===== src/rtl/window_sequencer.sv =====
// Frame sequencer for the Hamming-window multiply path: coefficient table, sample
// handshake, frame marking and counting. Define WINDOW_SEQ_ROUND_EN for rounded output.
module window_sequencer #(
  parameter int SIZE = 8,
  parameter int IDXW = $clog2(SIZE),
  parameter int FCW  = 16
) (
  input  logic            clk,
  input  logic            rst,
  input  logic            cfg_we,
  input  logic [IDXW-1:0] cfg_addr,
  input  logic [6:0]      cfg_data,
  output logic            cfg_err,
  input  logic            start,
  input  logic            stop,
  output logic            busy,
  input  logic            in_valid,
  input  logic [6:0]      in_data,
  output logic            in_ready,
  output logic            out_valid,
  output logic [6:0]      out_data,
  output logic            out_last,
  input  logic            out_ready,
  output logic [FCW-1:0]  frame_cnt
);

  localparam logic [1:0] ST_IDLE     = 2'd0;
  localparam logic [1:0] ST_RUN      = 2'd1;
  localparam logic [1:0] ST_STOPPING = 2'd2;
  localparam logic [1:0] ST_DRAIN    = 2'd3;

  logic [1:0]      state_q, state_d;
  logic [IDXW-1:0] idx_q, idx_d;
  logic            out_valid_q, out_valid_d;
  logic [6:0]      out_data_q, out_data_d;
  logic            out_last_q, out_last_d;
  logic [FCW-1:0]  frame_cnt_q, frame_cnt_d;

  logic [6:0]      coef_tab [SIZE];
  logic [6:0]      coef_rd;
  logic [13:0]     product;
  logic [6:0]      scaled;
  logic            accept;
  logic            last_idx;
  logic            out_xfer;
  logic            cfg_ok;

  assign cfg_ok = cfg_we && (state_q == ST_IDLE);

  // One register per table entry so the whole table can return to 127 on reset.
  generate
    for (genvar gi = 0; gi < SIZE; gi++) begin : g_coef
      logic [6:0] entry_q;
      always_ff @(posedge clk or posedge rst) begin
        if (rst) begin
          entry_q <= 7'd127;
        end else if (cfg_ok && (cfg_addr == IDXW'(gi))) begin
          entry_q <= cfg_data;
        end
      end
      assign coef_tab[gi] = entry_q;
    end
  endgenerate

  assign coef_rd  = coef_tab[idx_q];
  assign product  = {7'd0, coef_rd} * {7'd0, in_data};
  assign in_ready = ((state_q == ST_RUN) || (state_q == ST_STOPPING)) &&
                    (!out_valid_q || out_ready);
  assign accept   = in_valid && in_ready;
  assign last_idx = (idx_q == IDXW'(SIZE - 1));
  assign out_xfer = out_valid_q && out_ready;

`ifdef WINDOW_SEQ_ROUND_EN
  logic [14:0] rounded;
  assign rounded = {1'b0, product} + 15'd64;
  assign scaled  = (rounded[14:7] > 8'd127) ? 7'd127 : rounded[13:7];
`else
  assign scaled = product[13:7];
`endif

  always_comb begin
    state_d     = state_q;
    idx_d       = idx_q;
    out_valid_d = out_valid_q;
    out_data_d  = out_data_q;
    out_last_d  = out_last_q;
    frame_cnt_d = frame_cnt_q;

    if (accept) begin
      out_valid_d = 1'b1;
      out_data_d  = scaled;
      out_last_d  = last_idx;
      idx_d       = idx_q + IDXW'(1);
    end else if (out_ready) begin
      out_valid_d = 1'b0;
    end

    if (out_xfer && out_last_q) begin
      frame_cnt_d = frame_cnt_q + FCW'(1);
    end

    case (state_q)
      ST_IDLE: begin
        if (start) begin
          state_d = ST_RUN;
          idx_d   = '0;
        end
      end
      ST_RUN: begin
        if (stop) begin
          if (idx_q == '0) begin
            state_d = ST_DRAIN;
          end else if (accept && last_idx) begin
            state_d = ST_DRAIN;
          end else begin
            state_d = ST_STOPPING;
          end
        end
      end
      ST_STOPPING: begin
        if (accept && last_idx) begin
          state_d = ST_DRAIN;
        end
      end
      default: begin
        // Leave once the output register is empty or its last beat moves now.
        if (!out_valid_q || out_ready) begin
          state_d = ST_IDLE;
          idx_d   = '0;
        end
      end
    endcase
  end

  always_ff @(posedge clk or posedge rst) begin
    if (rst) begin
      state_q     <= ST_IDLE;
      idx_q       <= '0;
      out_valid_q <= 1'b0;
      out_data_q  <= 7'd0;
      out_last_q  <= 1'b0;
      frame_cnt_q <= '0;
    end else begin
      state_q     <= state_d;
      idx_q       <= idx_d;
      out_valid_q <= out_valid_d;
      out_data_q  <= out_data_d;
      out_last_q  <= out_last_d;
      frame_cnt_q <= frame_cnt_d;
    end
  end

  assign cfg_err   = cfg_we && (state_q != ST_IDLE);
  assign busy      = (state_q != ST_IDLE);
  assign out_valid = out_valid_q;
  assign out_data  = out_data_q;
  assign out_last  = out_last_q;
  assign frame_cnt = frame_cnt_q;

endmodule


===== config.mk =====
export PLATFORM = sky130hd
export DESIGN_NAME = window_sequencer
export DESIGN_NICKNAME = d
export VERILOG_FILES = /design/src/rtl/window_sequencer.sv
export SDC_FILE = /design/constraint.sdc
export NUM_CORES = 1
export LEC_CHECK = 0
export CAP_MARGIN = 0
export CELL_PAD_IN_SITES_DETAIL_PLACEMENT = 1
export CELL_PAD_IN_SITES_GLOBAL_PLACEMENT = 2
export CORE_MARGIN = 5
export CORE_UTILIZATION = 36
export CTS_CLUSTER_DIAMETER = 150
export CTS_CLUSTER_SIZE = 25
export DETAILED_ROUTE_END_ITERATION = 8
export HOLD_SLACK_MARGIN = 0.12
export PLACE_DENSITY_LB_ADDON = 0.1
export RECOVER_POWER = 50
export SYNTH_ARGS = -nofsm -noshare
export SYNTH_HDL_FRONTEND = slang
export SYNTH_SLANG_ARGS = --single-unit

===== constraint.sdc =====
create_clock -name clk -period 5.5 [get_ports clk]
set_clock_uncertainty 0.05 [all_clocks]
set_input_delay 0.825 -clock clk [delete_from_list [all_inputs] [get_ports clk]]
set_output_delay 0.825 -clock clk [all_outputs]
set_load 0.005 [all_outputs]

# After elaboration in Yosys (flattened, before gate mapping)
# Cells that the tools add are included.
[totals]
register_bits = 86
latch_bits = 0
ramBits = 0
romBits = 0
inputBits = 24
out_inout_bits = 28
elab_cells = 74
n_memories = 0
[op_classes]
addsub = 2
mul = 1
div = 0
order_cmp = 1
n_eq_ne = 13
shifts = 0
mux = 16
bitwise = 1
n_reduce_logical = 26
[op_table]
columns = ["cell", "n"]
rows = [
  ["7-bit binary-select mux with 3-bit select", 1],
  ["16-bit by 1-bit adder with 16-bit output (second input constant)", 1],
  ["3-bit equality test (second input constant)", 5],
  ["1-bit logical AND", 15],
  ["7-bit by 7-bit multiplier with 14-bit output", 1],
  ["7-bit 2-to-1 mux", 2],
  ["3-bit 2-to-1 mux", 3],
  ["2-bit 2-to-1 mux", 4],
  ["3-bit by 2-bit equality test with 1-bit output (second input constant)", 2],
  ["3-bit logical NOT", 2],
  ["2-bit one-hot mux with 3 select lines", 1],
  ["3-bit one-hot mux with 2 select lines", 1],
  ["4-bit >= comparator (second input constant)", 1],
  ["1-bit 2-to-1 mux", 4],
  ["2-bit inequality test (second input constant)", 2],
  ["3-bit inverter with 4-bit output", 1],
  ["4-bit AND reduction", 1],
  ["2-bit nonzero test", 2],
  ["4-bit nonzero test", 1],
  ["3-bit by 1-bit adder with 3-bit output (second input constant)", 1],
  ["3-bit by 1-bit equality test with 1-bit output (second input constant)", 1],
  ["2-bit by 1-bit equality test with 1-bit output (second input constant)", 1],
  ["2-bit equality test (second input constant)", 1],
  ["2-bit logical NOT", 1],
  ["other kinds (4)", 5],
]

# Longest topological paths before layout
# Gate-level depths: netlist (run 1).
[depth]
word_depth = 9
mapped_depth = 20
mapped_depth_nobuf = 18

# Least setup slack after synthesis (run 1)
# Ideal clock, no wire load.
[synth_path]
kind = "register -> register"
from = "reg idx_q[0]"
to = "reg out_data_q[4] (netlist: out_data[4])"
setup_ps = 131
arrival_time_ps = 5669
required_ps = 5319
setup_slack_ps = -350
stages_incl_launch_ff = 20
n_path_buf = 2
synth_period_minus_slack_ps = 5850
path_cell_list = "dfrtp_1 > buf_6 > clkbuf_1 > mux4_2 > mux2i_1 > nand2b_1 > fa_1 > fa_1 > inv_1 > fa_1 > inv_1 > fa_1 > inv_1 > ha_1 > nand2_1 > or3_1 > or4_4 > o31ai_2 > xnor2_1 > o21ai_1"
[synth_via]
elab_chain_len = 5
[synth_rtl]
columns = ["element", "line_no", "rtl"]
rows = [
  ["from (decl)", "33", "logic [IDXW-1:0] idx_q, idx_d;"],
  ["from (signal assigned)", "145", "idx_q <= idx_d;"],
  ["3-bit inverter with 4-bit output (not written as such)", "65", "assign coef_rd = coef_tab[idx_q];"],
  ["7-bit binary-select mux with 3-bit select", "65", ""],
  ["7-bit 2-to-1 mux (not written as such) (2 in a row)", "65", ""],
  ["7-bit by 7-bit multiplier with 14-bit output", "66", "assign product = {7'd0, coef_rd} * {7'd0, in_data};"],
  ["to (signal assigned)", "147", "out_data_q <= out_data_d;"],
  ["to (decl)", "35", "logic [6:0] out_data_q, out_data_d;"],
]
# No other way between the ends. The select of a mux whose other input is x is not followed.
# A chain may end at the register's enable or synchronous reset.

# Final worst setup path (run 1)
[layout_path]
from = "reg idx_q[0]"
to = "reg out_data_q[6] (netlist: out_data[6])"
# Same word-level chain as after synthesis.

==> impl_metrics.json, run 1 <==
{
  "crit_top_cell": "fa_1",
  "num_rows": 45,
  "ios": 52,
  "critPathArrivalTime_ns": 5.66,
  "viasPerCell": 5.06,
  "gr-usage-all-layers": 0.162,
  "cp_slowest_cell": "fa_1",
  "status": "complete, but fails checks",
  "cts_tree": "yes",
  "initial_core_util": 0.364,
  "grt_max_degree": 53,
  "grt-ovfl-total": 0,
  "synth_area_um2": 5490,
  "slew_violations": 89,
  "drt_iter0_drc": 105,
  "gp_congestion": 0.740,
  "total_power_uw": 5030,
  "drt_wl_total_um": 13300,
  "firstDrtPassIters": 4,
  "synth_cell_type_count": 47,
  "worst_ir_drop_vdd_v": 0.000390,
  "ys_warn_count": 0,
  "synth.top_cell.area_share": 0.268,
  "design_area_um2": 6930,
  "fp.dieW_um": 133,
  "worstSetupPathType": "register to register",
  "cts_buffers": 9,
  "place_area_um2": 6450,
  "violations": "capacitance limit, slew limit",
  "crit_path_max_fanout": 4,
  "syn_area_per_cell_um2": 12.4,
  "clock_power_share": 0.133,
  "cts_sinks": 86,
  "grt_pass1_wl_um": 22700,
  "die_h_um": 133,
  "final.setup.worst_slack_ns": 0.0115,
  "clk_pin_slew_worst_paths_ns": 0.07,
  "synth_edf_count": 0,
  "antenna_found_initial": 0,
  "p_leak_uw": 0.00312,
  "async_reset_ff_frac": 1.00,
  "power_frac_seq": 0.229,
  "combPwrFrac": 0.638,
  "die_area_um2": 17800,
  "dr_total_vias": 3654,
  "hold_violations": 0,
  "min_period_ns": 5.49,
  "stdcell_count": 722,
  "synth_ff_type": "dfstp_2",
  "drive_above_1_share": 0.375,
  "crit_buf_inv": 5,
  "ant_nets": 0,
  "drv_cap": 2,
  "start_kind": "register",
  "synth_area_leader_cell": "dfstp_2",
  "core_um2": 15100,
  "cp.required_ns": 5.67,
  "post-route-drc-count": 0,
  "dp.cells": 700,
  "clk_path_buf_depth": 2,
  "grt_pass1_vias": 4211,
  "slew_headroom": -0.541,
  "final_nets": 614,
  "ys_ff_latch": 86,
  "hp-class": "register to register",
  "insertion_delay_ns": 0.35,
  "synth.top_cells.by_area": "dfstp_2 (27%), dfrtp_1 (14%), mux2_2 (12%), ha_1 (8.7%), fa_1 (8.4%)",
  "diodes": 0,
  "clockRootBuffer": "clkbuf_16",
  "tightest_slew_ns": 2.30,
  "switchingPower_uw": 2070,
  "max_freq_mhz": 182,
  "rrSetupSlack_ns": 0.01,
  "p_per_area_nw_per_um2": 726,
  "dpl.hpwl_um": 9930,
  "critPathTopFamily": "adder cells",
  "slowest_delay_ns": 0.54,
  "htreeDepth": 3,
  "worstPathCellList": "buf_6, buf_8, mux4_2, mux2i_2, nand2b_4, fa_1, fa_1, inv_2, fa_1, inv_2, fa_1, inv_2, ha_4, nand2_2, or4_4, or4_4, a21oi_2, xnor2_1, o21ai_1",
  "worst_setup_path_end_kind": "register",
  "pre_cts_slack_ns": -0.0931,
  "power.internal_uw": 2970,
  "synthCells": 443,
  "switching_share": 0.411,
  "tns_ns": 0,
  "fin_crit_sh": 0.998,
  "wire_per_inst_um": 18.4,
  "syn_nets": 528,
  "portBuffers": 51,
  "ys_seq_area_frac": 0.405,
  "synthToLayoutAreaGrowth_pct": 26.3,
  "rsz0062_at_grt": "true",
  "finalSetupViolCount": 0
}
[placed cells by master (no fill, tap or decap), drive strengths merged, types with 2 or more instances in the layout]
cell type      netlist  layout
a211o                2       2
a21o                 7       7
and2b                2       2
nand2               26      26
nor2                23      23
and2                 2       2
nor3                 4       4
nand3                4       4
inv                 24      25
clkdlybuf4s50        0      26
dfstp               56      56
mux2                59      59
a211oi               2       2
bufinv               0       2
nand2b              14      14
a21oi                3       3
dfrtp               30      30
o21ai                8       8
clkinvlp             0       3
fa                  23      23
or4                  3       3
o21a                 2       2
o31ai                3       3
or3                  3       3
and3                 6       6
nor2b               30      30
clkbuf               5      11
nand4                6       6
mux4                14      14
xnor2               15      15
dlygate4sd3          0      25
xor2                 8       8
buf                  4      32
mux2i                9       9
ha                  38      38
[worst paths after layout]
kind / start / end / cells after the start
worst max-delay path: idx_q[0]$_DFF_PP0_ / out_data[6]$_DFFE_PP0P_ / 19
worst min-delay path: frame_cnt[15]$_DFFE_PP0P_ / frame_cnt[15]$_DFFE_PP0P_ / 1
worst max register to register: idx_q[0]$_DFF_PP0_ / out_data[6]$_DFFE_PP0P_ / 19
worst min register to register: frame_cnt[15]$_DFFE_PP0P_ / frame_cnt[15]$_DFFE_PP0P_ / 1
max in group asynchronous: rst / idx_q[0]$_DFF_PP0_ / 3
min in group asynchronous: rst / frame_cnt[11]$_DFFE_PP0P_ / 2
[logic make-up (layout without fill, tap and decap cells)]
kind of cell | Yosys count | count (layout) | share of synthesized area
and+or+nand+nor | 124 | 124 | 0.119
AOI/OAI and AO/OA | 34 | 34 | 0.0435
xor gates and xnor gates | 23 | 23 | 0.0367
muxes | 82 | 82 | 0.200
adders and majority gates | 61 | 61 | 0.171
DFF | 86 | 86 | 0.405
buffers and inverters | 33 | 124 | 0.0251
[registers in the layout, indices dropped and copies added, names as in the netlist]
name / cells
out_last: 1
g_coef.entry_q: 56
out_data: 7
state_q: 2
out_valid: 1
frame_cnt: 16
idx_q: 3
[synth_stat cells (7+ instances only)]
cell type and number:
ha_1 38, mux4_2 11, a21o_1 7, dfrtp_1 30, inv_1 24, nor2b_1 30
nand2b_1 14, fa_1 23, nand2_1 26, nor2_1 23, mux2i_1 7, mux2_2 59
dfstp_2 56, xnor2_1 15, xor2_1 8
[power groups by stage]
stage | registers [uW] | logic [uW] | clock network [uW]
floorplan | 1100 | 2120 | 0
global placement | 1150 | 2960 | 0
detailed placement | 1160 | 3000 | 0
CTS | 1150 | 3160 | 690
global route | 1180 | 3630 | 715
finish | 1150 | 3210 | 669
[metal layers]
metal  share of wire  up-vias  track usage
li1                -     1724            -
met1            0.46     1877        0.212
met2            0.51       38        0.275
met3           0.017       15       0.0306
met4           0.015        0       0.0469
met5               0        -            0
[per-stage QoR]
step                      hold WS [ns]   util
after floorplan                  0.418      -
final                            0.419  0.459
after detailed placement         0.416  0.427
after CTS                        0.430  0.456
after global routing             0.443  0.459
after global placement           0.414  0.427
[what timing repair did]
item                                    CTS  global route
pin swaps                                10            13
setup buffers                             2             4
hold buffers                              0             0
endpoints found under the setup margin    4             7
gates cloned                              1             0
resized for setup                        16            14
[layout make-up]
cell class	count	area, um^2
fillers	1598	8160
inverters	24	91.3
repair buffers	84	838
clock buffers	10	229
clock inverters	6	92.6
multi-input cells	324	3220
flip-flops and latches	86	2220
well taps	188	235
(Power assumes the default switching activity.)
==> inputs of run 2 (changes only) <==
--- a/config.mk
+++ b/config.mk
@@ -16,6 +16,7 @@
 export HOLD_SLACK_MARGIN = 0.12
 export PLACE_DENSITY_LB_ADDON = 0.1
 export RECOVER_POWER = 50
+export SLEW_MARGIN = 20
 export SYNTH_ARGS = -nofsm -noshare
 export SYNTH_HDL_FRONTEND = slang
 export SYNTH_SLANG_ARGS = --single-unit
==> results of run 2 <==
The final DEF is identical to that of run 1; final timing and power are the same.
